$ cat src/rtl/conv_writeback.sv
// Convolution result writeback: buffers signed accumulator results, requantises them
// (shift + saturate) and streams them to an output SRAM. Optional ReLU: CONV_WRITEBACK_RELU_EN.
module conv_writeback #(
    parameter int DATA_WIDTH      = 8,
    parameter int ACC_WIDTH       = 20,
    parameter int SRAM_ADDR_WIDTH = 4,
    parameter int FIFO_DEPTH      = 4
) (
    input  logic                       i_clk,
    input  logic                       i_rst,
    input  logic                       i_start,
    input  logic [SRAM_ADDR_WIDTH:0]   i_count,
    input  logic [SRAM_ADDR_WIDTH-1:0] i_base_addr,
    input  logic [4:0]                 i_shift,
    input  logic                       i_result_valid,
    input  logic [ACC_WIDTH-1:0]       i_result_data,
    output logic                       o_result_ready,
    output logic                       o_sram_we,
    output logic [SRAM_ADDR_WIDTH-1:0] o_sram_addr,
    output logic [DATA_WIDTH-1:0]      o_sram_wdata,
    input  logic                       i_sram_ready,
    output logic                       o_busy,
    output logic                       o_done,
    output logic                       o_sat
);

    localparam int PTR_W = $clog2(FIFO_DEPTH);
    localparam int CNT_W = SRAM_ADDR_WIDTH + 1;
    localparam logic [PTR_W:0]   DEPTH_C = (PTR_W + 1)'(FIFO_DEPTH);
    localparam logic [PTR_W:0]   OCC_ONE = (PTR_W + 1)'(1);
    localparam logic [PTR_W-1:0] PTR_ONE = PTR_W'(1);
    localparam logic [CNT_W-1:0] CNT_ONE = CNT_W'(1);
    localparam logic signed [ACC_WIDTH-1:0] SAT_MAX =
        {{(ACC_WIDTH - DATA_WIDTH + 1){1'b0}}, {(DATA_WIDTH - 1){1'b1}}};
    localparam logic signed [ACC_WIDTH-1:0] SAT_MIN = ~SAT_MAX;

    typedef enum logic [1:0] {
        IDLE  = 2'd0,
        RUN   = 2'd1,
        DRAIN = 2'd2,
        DONE  = 2'd3
    } state_t;

    state_t state_r, state_s;

    logic [CNT_W-1:0]           count_r, acc_cnt_r, wr_cnt_r, iss_cnt_r;
    logic [SRAM_ADDR_WIDTH-1:0] base_r;
    logic [4:0]                 shift_r;

    logic signed [ACC_WIDTH-1:0] fifo_mem [FIFO_DEPTH];
    logic [PTR_W-1:0]            wr_ptr_r, rd_ptr_r;
    logic [PTR_W:0]              occ_r;

    logic                        start_s, push_s, pop_s, wdone_s, full_s, ready_s;
    logic signed [ACC_WIDTH-1:0] head_s;
    logic [DATA_WIDTH:0]         quant_s;

    // Saturating requantisation; MSB of the result flags a clipped value.
    function automatic logic [DATA_WIDTH:0] requant(input logic signed [ACC_WIDTH-1:0] v);
        logic signed [ACC_WIDTH-1:0] c;
        c = v;
`ifdef CONV_WRITEBACK_RELU_EN
        if (c[ACC_WIDTH-1]) begin
            c = '0;
        end else begin
            c = v;
        end
`endif
        if (c > SAT_MAX) begin
            requant = {1'b1, SAT_MAX[DATA_WIDTH-1:0]};
        end else if (c < SAT_MIN) begin
            requant = {1'b1, SAT_MIN[DATA_WIDTH-1:0]};
        end else begin
            requant = {1'b0, c[DATA_WIDTH-1:0]};
        end
    endfunction

    assign start_s = (state_r == IDLE) && i_start;
    assign full_s  = (occ_r == DEPTH_C);
    assign wdone_s = o_sram_we && i_sram_ready;
    // The output register frees up whenever it is empty or its word is being taken.
    assign pop_s   = ((state_r == RUN) || (state_r == DRAIN)) && (occ_r != '0) &&
                     (!o_sram_we || i_sram_ready);
    assign ready_s = (state_r == RUN) && (acc_cnt_r < count_r) && (!full_s || pop_s);
    assign push_s  = i_result_valid && ready_s;
    assign head_s  = fifo_mem[rd_ptr_r] >>> shift_r;
    assign quant_s = requant(head_s);
    assign o_result_ready = ready_s;

    // Next-state logic.
    always_comb begin
        state_s = state_r;
        case (state_r)
            IDLE: begin
                if (i_start) begin
                    state_s = (i_count == '0) ? DONE : RUN;
                end else begin
                    state_s = IDLE;
                end
            end
            RUN: begin
                if (push_s && ((acc_cnt_r + CNT_ONE) == count_r)) begin
                    state_s = DRAIN;
                end else begin
                    state_s = RUN;
                end
            end
            DRAIN: begin
                if ((wr_cnt_r + CNT_W'(wdone_s)) == count_r) begin
                    state_s = DONE;
                end else begin
                    state_s = DRAIN;
                end
            end
            DONE:    state_s = IDLE;
            default: state_s = IDLE;
        endcase
    end

    // State register with registered status flags.
    always_ff @(posedge i_clk or negedge i_rst) begin
        if (!i_rst) begin
            state_r <= IDLE;
            o_busy  <= 1'b0;
            o_done  <= 1'b0;
        end else begin
            state_r <= state_s;
            o_busy  <= (state_s == RUN) || (state_s == DRAIN);
            o_done  <= (state_s == DONE);
        end
    end

    // Frame parameters, progress counters and sticky saturation flag.
    always_ff @(posedge i_clk or negedge i_rst) begin
        if (!i_rst) begin
            count_r   <= '0;
            base_r    <= '0;
            shift_r   <= '0;
            acc_cnt_r <= '0;
            wr_cnt_r  <= '0;
            iss_cnt_r <= '0;
            o_sat     <= 1'b0;
        end else if (start_s) begin
            count_r   <= i_count;
            base_r    <= i_base_addr;
            shift_r   <= i_shift;
            acc_cnt_r <= '0;
            wr_cnt_r  <= '0;
            iss_cnt_r <= '0;
            o_sat     <= 1'b0;
        end else begin
            if (push_s)  acc_cnt_r <= acc_cnt_r + CNT_ONE;
            if (wdone_s) wr_cnt_r  <= wr_cnt_r + CNT_ONE;
            if (pop_s)   iss_cnt_r <= iss_cnt_r + CNT_ONE;
            if (pop_s && quant_s[DATA_WIDTH]) o_sat <= 1'b1;
        end
    end

    // FIFO pointers and occupancy.
    always_ff @(posedge i_clk or negedge i_rst) begin
        if (!i_rst) begin
            wr_ptr_r <= '0;
            rd_ptr_r <= '0;
            occ_r    <= '0;
        end else begin
            if (push_s) wr_ptr_r <= wr_ptr_r + PTR_ONE;
            if (pop_s)  rd_ptr_r <= rd_ptr_r + PTR_ONE;
            case ({push_s, pop_s})
                2'b10:   occ_r <= occ_r + OCC_ONE;
                2'b01:   occ_r <= occ_r - OCC_ONE;
                default: occ_r <= occ_r;
            endcase
        end
    end

    // FIFO storage; contents are don't-care until written.
    always_ff @(posedge i_clk) begin
        if (push_s) fifo_mem[wr_ptr_r] <= $signed(i_result_data);
    end

    // Write port register: loads from the FIFO head, holds while the SRAM stalls.
    always_ff @(posedge i_clk or negedge i_rst) begin
        if (!i_rst) begin
            o_sram_we    <= 1'b0;
            o_sram_addr  <= '0;
            o_sram_wdata <= '0;
        end else if (pop_s) begin
            o_sram_we    <= 1'b1;
            o_sram_addr  <= base_r + iss_cnt_r[SRAM_ADDR_WIDTH-1:0];
            o_sram_wdata <= quant_s[DATA_WIDTH-1:0];
        end else if (i_sram_ready) begin
            o_sram_we    <= 1'b0;
        end
    end

endmodule
$ cat config.mk
export PLATFORM = sky130hd
export DESIGN_NAME = conv_writeback
export DESIGN_NICKNAME = d
export VERILOG_FILES = /design/src/rtl/conv_writeback.sv
export SDC_FILE = /design/constraint.sdc
export NUM_CORES = 1
export LEC_CHECK = 0
export ABC_AREA = 1
export ABC_CLOCK_PERIOD_IN_PS = 3650
export BUFFER_PORTS_ARGS = -buffer_cell sky130_fd_sc_hd__buf_2
export CORE_ASPECT_RATIO = 0.9
export CORE_MARGIN = 4
export CORE_UTILIZATION = 47
export CTS_CLUSTER_SIZE = 25
export DETAILED_ROUTE_END_ITERATION = 8
export PLACE_DENSITY_LB_ADDON = 0.1
export SYNTH_ARGS = -nofsm -noshare
export SYNTH_HDL_FRONTEND = slang
export SYNTH_SLANG_ARGS = --single-unit
$ cat constraint.sdc
create_clock -name i_clk -period 3.65 [get_ports i_clk]
set_input_delay 0.365 -clock i_clk [delete_from_list [all_inputs] [get_ports i_clk]]
set_output_delay 0.365 -clock i_clk [all_outputs]
set_load 0.05 [all_outputs]
# Word-level counts from Yosys, hierarchy flattened
# Memories as Yosys holds them, arrays and structs flattened.
# Index checks and enable logic that the tools add are counted.
dict set report op_classes {
  n_addsub 9
  magnitude_cmp 3
  n_eq_ne 11
  shift 1
  mux 20
  reduce_logical 24
}
# cell n
set ops {}
lappend ops {{$mux 5} 6}
lappend ops {{$gt 20x8->1 const B} 1}
lappend ops {{$lt 20x8->1 const B} 1}
lappend ops {{$sshr 20x5->20} 1}
lappend ops {{$mux 9} 2}
lappend ops {{$add 5x1->5 const B} 3}
lappend ops {{$reduce_bool 2->1} 6}
lappend ops {{$eq 2x2->1 const B} 5}
lappend ops {{$eq 5x5->1} 2}
lappend ops {{$logic_and 1x1->1} 9}
lappend ops {{$pmux 2 s4} 1}
lappend ops {{$mux 1} 7}
lappend ops {{$eq 2x1->1 const B} 3}
lappend ops {{$mux 2} 3}
lappend ops {{$pmux 3 s2} 1}
lappend ops {{$add 5x1->5} 1}
lappend ops {{$logic_not 5->1} 1}
lappend ops {{$lt 5x5->1} 1}
lappend ops {{$add 2x1->2 const B} 2}
lappend ops {{$add 4x4->4} 1}
lappend ops {{$logic_or 1x1->1} 4}
lappend ops {{$add 3x1->3 const B} 1}
lappend ops {{$eq 3x3->1 const B} 1}
lappend ops {{$reduce_bool 3->1} 1}
lappend ops {{other kinds (3)} 4}
dict set report totals {
  regBits 54
  mem_bits_rw 80
  input_bits 39
  out_inout_bits 17
  word_cells 85
  memories 1
}
# name words word_bits read_ports rd_ports_with_merged_regs wr line
set memory_table {}
lappend memory_table {fifo_mem 4 20 1 0 1 50} ;# logic signed [ACC_WIDTH-1:0] fifo_mem [FIFO_DEPTH];

# Logic depth before layout (Yosys ltp)
# Gate-level depths: netlist of the first run.
dict set report depth {
  ltp_word 12
  depth_mapped 20
  depth_no_buf 19
}

# Worst setup path after synthesis of the first run
# No wires, ideal clock.
dict set report synth_path {
  path_type {register to register}
  from {register count_r[4]}
  to {memory fifo_mem[0][0] (enable)}
  setup_time_ns 0.397
  arrival_ns 3.363
  required_ns 3.253
  setup_slack_ns -0.110
  path_stages_with_launch 11
  n_path_buf 1
  synth_period_minus_slack_ns 3.760
  cell_sequence {dfrtp_1 > inv_1 > ha_1 > a21oi_1 > o21ai_0 > nor2_1 > nand2_1 > a41oi_1 > nand2_1 > clkbuf_1 > nor2_1}
}
dict set report synth_between {
  elab_chain_len 6
}
# item line
set synth_lines {}
lappend synth_lines {{start: declaration} 46} ;# logic [CNT_W-1:0] count_r, acc_cnt_r, wr_cnt_r, iss_cnt_r;
lappend synth_lines {{start signal: assignment} 144} ;# count_r <= i_count;
lappend synth_lines {{$lt 5x5->1} 84} ;# assign ready_s = (state_r == RUN) && (acc_cnt_r < count_r) && (!full_s || pop_s);
lappend synth_lines {{$logic_and 1x1->1 (2 in a row)} 84}
lappend synth_lines {{named net o_result_ready} 17} ;# output logic o_result_ready,
lappend synth_lines {{$logic_and 1x1->1} 85} ;# assign push_s = i_result_valid && ready_s;
lappend synth_lines {{$mux 1} 178} ;# if (push_s) fifo_mem[wr_ptr_r] <= $signed(i_result_data);
lappend synth_lines {{$mux 1 (not written as such)} 178}
lappend synth_lines {{end: declaration} 50}
# The timed path passes the listed nets, and every way through them passes these cells.

# Worst setup path in the final report of the first run
dict set report layout_path {
  from {register shift_r[1]}
  to {register o_sram_wdata[3]}
}
dict set report layout_between {
  elab_chain_len 4
  elab_cells_between_ends 5
  cone_classes {order compare: 2; shift: 1; mux: 2}
}
# item line
set layout_lines {}
lappend layout_lines {{start: declaration} 48} ;# logic [4:0] shift_r;
lappend layout_lines {{start signal: assignment} 146} ;# shift_r <= i_shift;
lappend layout_lines {{$sshr 20x5->20 (*)} 86} ;# assign head_s = fifo_mem[rd_ptr_r] >>> shift_r;
lappend layout_lines {{$lt 20x8->1} 71} ;# end else if (c < SAT_MIN) begin
lappend layout_lines {{$mux 9} 71}
lappend layout_lines {{$mux 9 (*)} 69} ;# if (c > SAT_MAX) begin
lappend layout_lines {{end signal: assignment} 190} ;# o_sram_wdata <= quant_s[DATA_WIDTH-1:0];
lappend layout_lines {{end: declaration} 20} ;# output logic [DATA_WIDTH-1:0] o_sram_wdata,
# Mark *: on every way between the ends. The rest lies on a longest branch, timed or not.
# A chain may end at the register's enable or synchronous reset.

==> out/results.ini, run 1 <==
[run_status]
status = finished, final reports clean

[pwr]
power_frac_clock_pct = 23.0
peakVddDrop_uv = 527
power.internal_mw = 4.25
pwr-share-seq_pct = 28.7
p_switching_mw = 3.59
p_sw_share_pct = 45.8
p_comb_share_pct = 48.3
p_per_area_nw_per_um2 = 994
p_leak_nw = 3.53

[logic_synthesis]
ys_warn_count = 0
synth_top_family_by_area = simple AND/OR/NAND/NOR gates
syn_avg_cell_area_um2 = 8.90
syn_inst = 764
syn_nets = 828
synth_fa_ha_area_share_pct = 4.82
syn_area_um2 = 6800
synth_xor_area_share_pct = 2.45
ys.flop_type = edfxtp_1
synth_top_area_cell = edfxtp_1
yosysSeqAreaShare_pct = 54.8
yosys.cell_types.count = 39
synth_edf_count = 80
synthArstFlopShare_pct = 39.8
synth_compound_area_share_pct = 7.67
synth_most_common_cell = nand2_1
synth-seq-cells = 133
synthMuxAreaShare_pct = 0.147
ys_top_cells_by_count = nand2_1, nand3_1, edfxtp_1
synthTopCellsByArea = edfxtp_1, dfrtp_1, nand2_1
synth_simple_gate_area_share_pct = 25.1
yosysTopAreaCellShare_pct = 35.3

[routing]
vias = 5444
viasPerCell = 5.31
drt_iter0_markers = 445
drt-total-wl_um = 16500
ant_nets = 0
first_pass_iters = 5
route.detailed.drc = 0
wire_per_inst_um = 16.1

[timing]
fin_crit_ns = 2.94
relSlewSlack_pct = 42.8
fmax_mhz = 340
rsz0062_at_grt = false
hold_violations = 0
layout_setup_ws_ns = 0.711
skew_ns = 0.00942
finalCritPeriodShare_pct = 80.5
worst_pin_slew_ns = 0.858
setup_viol = 0
setup_tns_ns = 0
drv_slew = 0

[critical_path]
crit_top_cell = nand2_1
critPathLaunchType = flip-flop
arrival_ns = 3.30
cp_cell_sequence = clkinv_1, nand3_1, nand3_1, nand2_1, nand2_1, nand3_1, o21ai_1, nor2_1, nand2_1, a21oi_2, o21ai_1, nand2_1
cp_max_fo = 20
end_kind = flip-flop
required_ns = 4.01
critPathMaxStageDelay_ns = 0.76
cp_slowest_cell = dfrtp_1
path_class = reg -> reg

[clock_tree]
cts_hold_repair.buffers = 0
clk-insertion-delay-late_ns = 0.42
cts-buffers-inserted = 17
cts.htree.levels = 4
clk_pin_slew_ns = 0.06
postCtsSetupBuffers = 0
cts_tree = done
cts_root_buf = clkbuf_16
clk_path_buf_depth = 2
ctsResizeCount = 0
clkSinkCount = 133

[floorplan]
start_util_pct = 48.2
coreArea_um2 = 14100
die_y_um = 122
rows = 41
ios = 56
dieArea_um2 = 16500
die_w_um = 135

[placement]
gp_congestion = 0.937
dp_slack_ns = 0.730
dpl.hpwl_um = 11300
io_buffers = 55

[global_route]
grt_pass1_wl_um = 27200
grt_max_degree = 41
grt_pass1_vias = 5324
grt_util_all_layers_pct = 21.3
antenna_found_initial = 0
gr-total-overflow = 0

[finish]
syn2layout_area_growth_pct = 16.1
drive_above_1_share_pct = 12.8
fin_util_pct = 55.9
nets = 885
n_antenna_cell = 0

[min_path]
hold_path.class = in -> async

[flow_run]
maxCapViolations = 0

==> layer usage <==
layer,track usage (%),vias to the layer above,share of wire (%)
met5,0,-,0
met4,6.62,0,1.7
met3,5.41,24,4.3
met2,34.5,123,48
met1,28.3,2612,46
li1,-,2685,-
==> critical path: cells and delay by family, from the launching register on <==
kind / cells / cell delay [ns]
flip-flops: 1 / 0.76
AND/OR/NAND/NOR: 8 / 1.06
buffers and inverters: 1 / 0.64
AO/OA/AOI/OAI: 3 / 0.42
==> sequential cells by signal, indices dropped and copies added (netlist names) <==
signal,cells
o_sat,1
o_sram_we,1
fifo_mem,80
o_sram_addr,4
o_done,1
base_r,4
state_r,2
wr_ptr_r,2
count_r,5
wr_cnt_r,5
occ_r,3
shift_r,5
o_sram_wdata,8
o_busy,1
acc_cnt_r,5
rd_ptr_r,2
iss_cnt_r,4
==> stage by stage <==
stage               area (um2)  hold WS (ns)  total power [mW]  instances
floorplan                 6800        0.0694              5.04        764
global placement          7270         0.461              6.00        995
detailed placement        7270         0.466              6.05        995
CTS                       7890        0.0721              7.88       1026
global route              7890         0.111              8.49       1026
finish                    7890        0.0545              7.84       1026
==> kinds of logic (layout without fill, tap and decap cells) <==
| logic type | count (synthesis) | after routing |
|---|---|---|
| compound gates | 93 | 93 |
| xor+xnor | 19 | 19 |
| fa+ha+maj | 25 | 25 |
| buf+inv | 82 | 151 |
| flops | 133 | 133 |
| mux | 1 | 1 |
| simple gates | 411 | 411 |
==> power by group through the flow <==
stage / combinational, mW / clock [mW] / sequential, mW
floorplan: 2.63 / 0 / 2.41
global placement: 3.73 / 0 / 2.26
detailed placement: 3.77 / 0 / 2.28
CTS: 3.79 / 1.83 / 2.25
global route: 4.29 / 1.91 / 2.30
finish: 3.78 / 1.80 / 2.25
==> cells in the final DEF (no fill, tap or decap), types with 2 or more instances in the layout <==
master and instances:
clkinvlp_4 3, clkbuf_16 17, clkinv_1 3, a211oi_1 2, nand3_1 108, buf_4 12, xnor2_1 8, a21boi_1 2
nand4_1 2, nor3_1 6, dfrtp_1 53, nand2_1 242, inv_2 3, a21oi_1 28, a31oi_1 6, clkinv_4 2
o211ai_1 2, nand2_2 3, edfxtp_1 80, bufinv_16 4, or2_2 2, o21ai_1 4, inv_6 4, ha_1 23
fa_1 2, inv_1 47, o21ai_0 39, xor2_1 11, buf_2 55, o22ai_1 2, nor2_1 47
==> worst paths after layout <==
kind / start / to / slack (ns) / depth (start not counted)
max in group asynchronous: i_rst / occ_r[0]$_DFFE_PN0P_ / 2.84 / 2
min in group i_clk: i_base_addr[0] / base_r[0]$_DFFE_PN0P_ / 0.13 / 3
hold / removal: i_rst / o_sram_wdata[0]$_DFFE_PN0P_ / 0.05 / 1
setup reg to reg: shift_r[1]$_DFFE_PN0P_ / o_sram_wdata[3]$_DFFE_PN0P_ / 0.71 / 12
setup / recovery: shift_r[1]$_DFFE_PN0P_ / o_sram_wdata[3]$_DFFE_PN0P_ / 0.71 / 12
hold reg to reg: o_sram_wdata[4]$_DFFE_PN0P_ / o_sram_wdata[4]$_DFFE_PN0P_ / 0.48 / 2
==> layout make-up <==
type / count / area [um2]
fill: 1273 / 6220
sequential: 133 / 3730
multi-input combinational: 549 / 2730
clock buffer: 17 / 425
timing repair buffer: 67 / 365
tap: 193 / 241
clock inverter: 14 / 200
inverter: 53 / 199
(Power assumes the default switching activity.)
==> inputs of run 2 (changes only) <==
--- a/config.mk
+++ b/config.mk
@@ -5,8 +5,8 @@
 export SDC_FILE = /design/constraint.sdc
 export NUM_CORES = 1
 export LEC_CHECK = 0
-export ABC_AREA = 1
-export ABC_CLOCK_PERIOD_IN_PS = 3650
+export ABC_AREA = 0
+export ABC_CLOCK_PERIOD_IN_PS = 2700
 export BUFFER_PORTS_ARGS = -buffer_cell sky130_fd_sc_hd__buf_2
 export CORE_ASPECT_RATIO = 0.9
 export CORE_MARGIN = 4
==> constraint.sdc (replaced) <==
create_clock -name i_clk -period 2.7 [get_ports i_clk]
set_input_delay 0.27 -clock i_clk [delete_from_list [all_inputs] [get_ports i_clk]]
set_output_delay 0.27 -clock i_clk [all_outputs]
set_load 0.05 [all_outputs]
==> run 2 against run 1 <==
The run now ends with negative setup slack left. Utilization increased by 2.6 points. Wire length increased by 3.9%. Non-clock buffer count increased by 66. Global-route usage decreased by 0.88 points. Worst setup slack got worse by 1.2 ns. Clock-buffer cell count increased by 2. Sequential power increased by 34%. Critical path depth decreased by 3. Design area increased by 14%. Flip-flop and latch count unchanged. Total power increased by 52%.
==> out/results.ini, run 2 <==
[critical_path]
path_class = reg -> reg
reg2reg_slack_ns = -0.45  ; -1.16 ns
cp_max_fo = 15  ; -25%
end_kind = flip-flop
required_ns = 2.99  ; -1.02 ns
critPathLaunchType = flip-flop
arrival_ns = 3.43  ; +0.13 ns

[routing]
drt_iter0_markers = 469  ; +5.4%
first_pass_iters = 5  ; unchanged
vias = 5154  ; -5.3%
ant_nets = 0  ; unchanged
route.detailed.drc = 0  ; unchanged
drt-total-wl_um = 17100  ; +3.9%
viasPerCell = 5.66  ; +6.6%
wire_per_inst_um = 18.8  ; +17%

[timing]
setup_viol = 8  ; +8
fin_crit_ns = 3.15  ; +0.206 ns
drv_slew = 0  ; unchanged
relSlewSlack_pct = 56.4  ; +14 points
fmax_mhz = 318  ; -6.6%
whs_ns = 0.0433  ; -0.0112 ns
layout_setup_ws_ns = -0.445  ; -1.16 ns
skew_ns = 0.0173  ; +0.00788 ns
hold_violations = 0  ; unchanged
worst_pin_slew_ns = 0.654  ; -0.204 ns
rsz0062_at_grt = true
finalCritPeriodShare_pct = 116  ; +36 points

[finish]
layout_commonest_cell = edfxtp_1
largest-register = fifo_mem
fin_util_pct = 58.5  ; +2.6 points
syn2layout_area_growth_pct = 22.1
n_antenna_cell = 0  ; unchanged
largest_reg_flops = 80  ; unchanged
biggestRegsByFlops = fifo_mem: 80 flops, o_sram_wdata: 8 flops
drive_above_1_share_pct = 32.3  ; +19 points
final_cell_mix = edfxtp_1, nand2_1, buf_4, buf_2, dfrtp_1
nets = 760  ; -14%

[logic_synthesis]
yosysTopAreaCellShare_pct = 32.5  ; -2.8 points
synth_top_area_cell = edfxtp_1
syn_inst = 577  ; -24%
ys_top_cells_by_count = edfxtp_1, nand2_1, dfrtp_1
syn_nets = 641  ; -23%
syn_avg_cell_area_um2 = 12.8  ; +44%
synth_edf_count = 80  ; unchanged
yosysSeqAreaShare_pct = 50.4  ; -4.4 points
yosys.cell_types.count = 65  ; +67%
syn_area_um2 = 7390  ; +8.8%
synth-seq-cells = 133  ; unchanged
synthTopCellsByArea = edfxtp_1, dfrtp_1, mux4_2
synth_most_common_cell = edfxtp_1
ys_warn_count = 0  ; unchanged
synthArstFlopShare_pct = 39.8  ; unchanged
ys.flop_type = edfxtp_1

[global_route]
met1_usage_pct = 30.0  ; +1.7 points
gr-total-overflow = 0  ; unchanged
busiest_layer = met2
grt_use_met3_pct = 5.16  ; -0.24 points
grt_util_all_layers_pct = 20.4  ; -0.88 points
grt_max_degree = 48  ; +17%
grt_pass1_vias = 5182  ; -2.7%
use_met2_pct = 30.3  ; -4.1 points
grt_pass1_wl_um = 28300  ; +4.0%
antenna_found_initial = 0  ; unchanged

[clock_tree]
clk_path_buf_depth = 2  ; unchanged
cts-buffers-inserted = 17  ; unchanged
clk_pin_slew_ns = 0.06  ; about the same
cts.htree.levels = 4  ; unchanged
clk-insertion-delay-late_ns = 0.42  ; about the same
cts_root_buf = clkbuf_16
cts_tree = done
clkSinkCount = 133  ; unchanged

[pwr]
power.internal_mw = 7.23  ; +70%
p_per_area_nw_per_um2 = 1320  ; +33%
p_leak_nw = 3.72  ; +5.4%
p_sw_share_pct = 39.5  ; -6.3 points
peakVddDrop_uv = 641  ; +22%
pwr-share-seq_pct = 25.2  ; -3.5 points
power_frac_clock_pct = 19.3  ; -3.7 points
p_comb_share_pct = 55.6  ; +7.3 points
p_switching_mw = 4.72  ; +31%

[run_status]
violations = negative setup slack
status = finished with violations

[placement]
io_buffers = 55  ; unchanged
dpl.hpwl_um = 12700  ; +12%
gp_congestion = 0.898  ; -4.2%

[floorplan]
rows = 43  ; +4.9%
die_w_um = 140  ; +4.0%
start_util_pct = 47.9  ; -0.31 points
dieArea_um2 = 17800  ; +8.2%
ios = 56  ; unchanged
coreArea_um2 = 15400  ; +9.5%
die_y_um = 127  ; +4.0%

[flow_run]
maxCapViolations = 0  ; unchanged

[min_path]
hold_path.class = in -> reg

[run 2: worst paths after layout]
kind	from	end	depth (start not counted)
worst min-delay path	i_base_addr[3]	base_r[3]$_DFFE_PN0P_	3
min in group asynchronous	i_rst	rd_ptr_r[0]$_DFFE_PN0P_	2
worst min register to register	o_sram_addr[0]$_DFFE_PN0P_	o_sram_addr[0]$_DFFE_PN0P_	2
worst max-delay path	rd_ptr_r[1]$_DFFE_PN0P_	o_sram_wdata[3]$_DFFE_PN0P_	9
max in group asynchronous	i_rst	acc_cnt_r[1]$_DFFE_PN0P_	3
worst max register to register	rd_ptr_r[1]$_DFFE_PN0P_	o_sram_wdata[3]$_DFFE_PN0P_	9
[run 2: stage by stage]
step                instances  setup TNS, ns  worst slack (ns)  total power [mW]  instance area [um2]
global placement          875          -2.34            -0.363              9.40                 8410
detailed placement        875          -2.77            -0.435              9.51                 8410
global route              911          -4.52            -0.587              12.8                 9030
finish                    911          -2.99            -0.445              11.9                 9030
CTS                       909          -2.95            -0.437              11.9                 9010
floorplan                 577          -1.35            -0.248              7.42                 7410
[run 2: area by class of cell]
cell class,count,area [um2]
tap,202,253
clock buffer,19,433
clock inverter,13,156
sequential,133,3730
multi-input combinational,389,3420
fill,1226,6410
inverter,22,82.6
timing repair buffer,133,955
[run 2: cells by family (layout without fill, tap and decap cells)]
kind of cell / after synthesis / in the layout / synth area share, %
xor+xnor: 29 / 29 / 3.43
buf+inv: 55 / 187 / 3.45
mux: 88 / 88 / 19.6
compound gates: 97 / 97 / 9.27
flops: 133 / 133 / 50.4
simple gates: 150 / 150 / 9.36
fa+ha+maj: 25 / 25 / 4.43
[run 2: what timing repair did]
action	CTS	global route
gates resized for setup	7	5
setup endpoints to repair	8	16
hold buffers	1	0
endpoints found under the hold margin	6	0
buffers inserted	1	2
[run 2: power by group through the flow]
stage | Sequential [mW] | Clock [mW] | Combinational (mW)
global placement | 3.02 | 0 | 6.38
floorplan | 3.31 | 0 | 4.10
finish | 3.01 | 2.30 | 6.64
CTS | 3.01 | 2.35 | 6.58
global route | 3.07 | 2.44 | 7.29
detailed placement | 3.04 | 0 | 6.47
[run 2: critical path, cell delays in order (launching register included)]
cell and delay [ns]:
dfrtp_2 0.39, buf_12 0.17, mux4_1 0.58, mux2_2 0.28
mux4_2 0.50, o21ba_4 0.24, nand4_2 0.10, a211oi_4 0.27
o21ai_2 0.12, o311a_1 0.35
[run 2: metal layers]
| metal | wire (um) | vias up |
|---|---|---|
| li1 | - | 2409 |
| met4 | 210 | 0 |
| met5 | 0 | - |
| met3 | 1000 | 18 |
| met1 | 8140 | 2578 |
| met2 | 7760 | 149 |
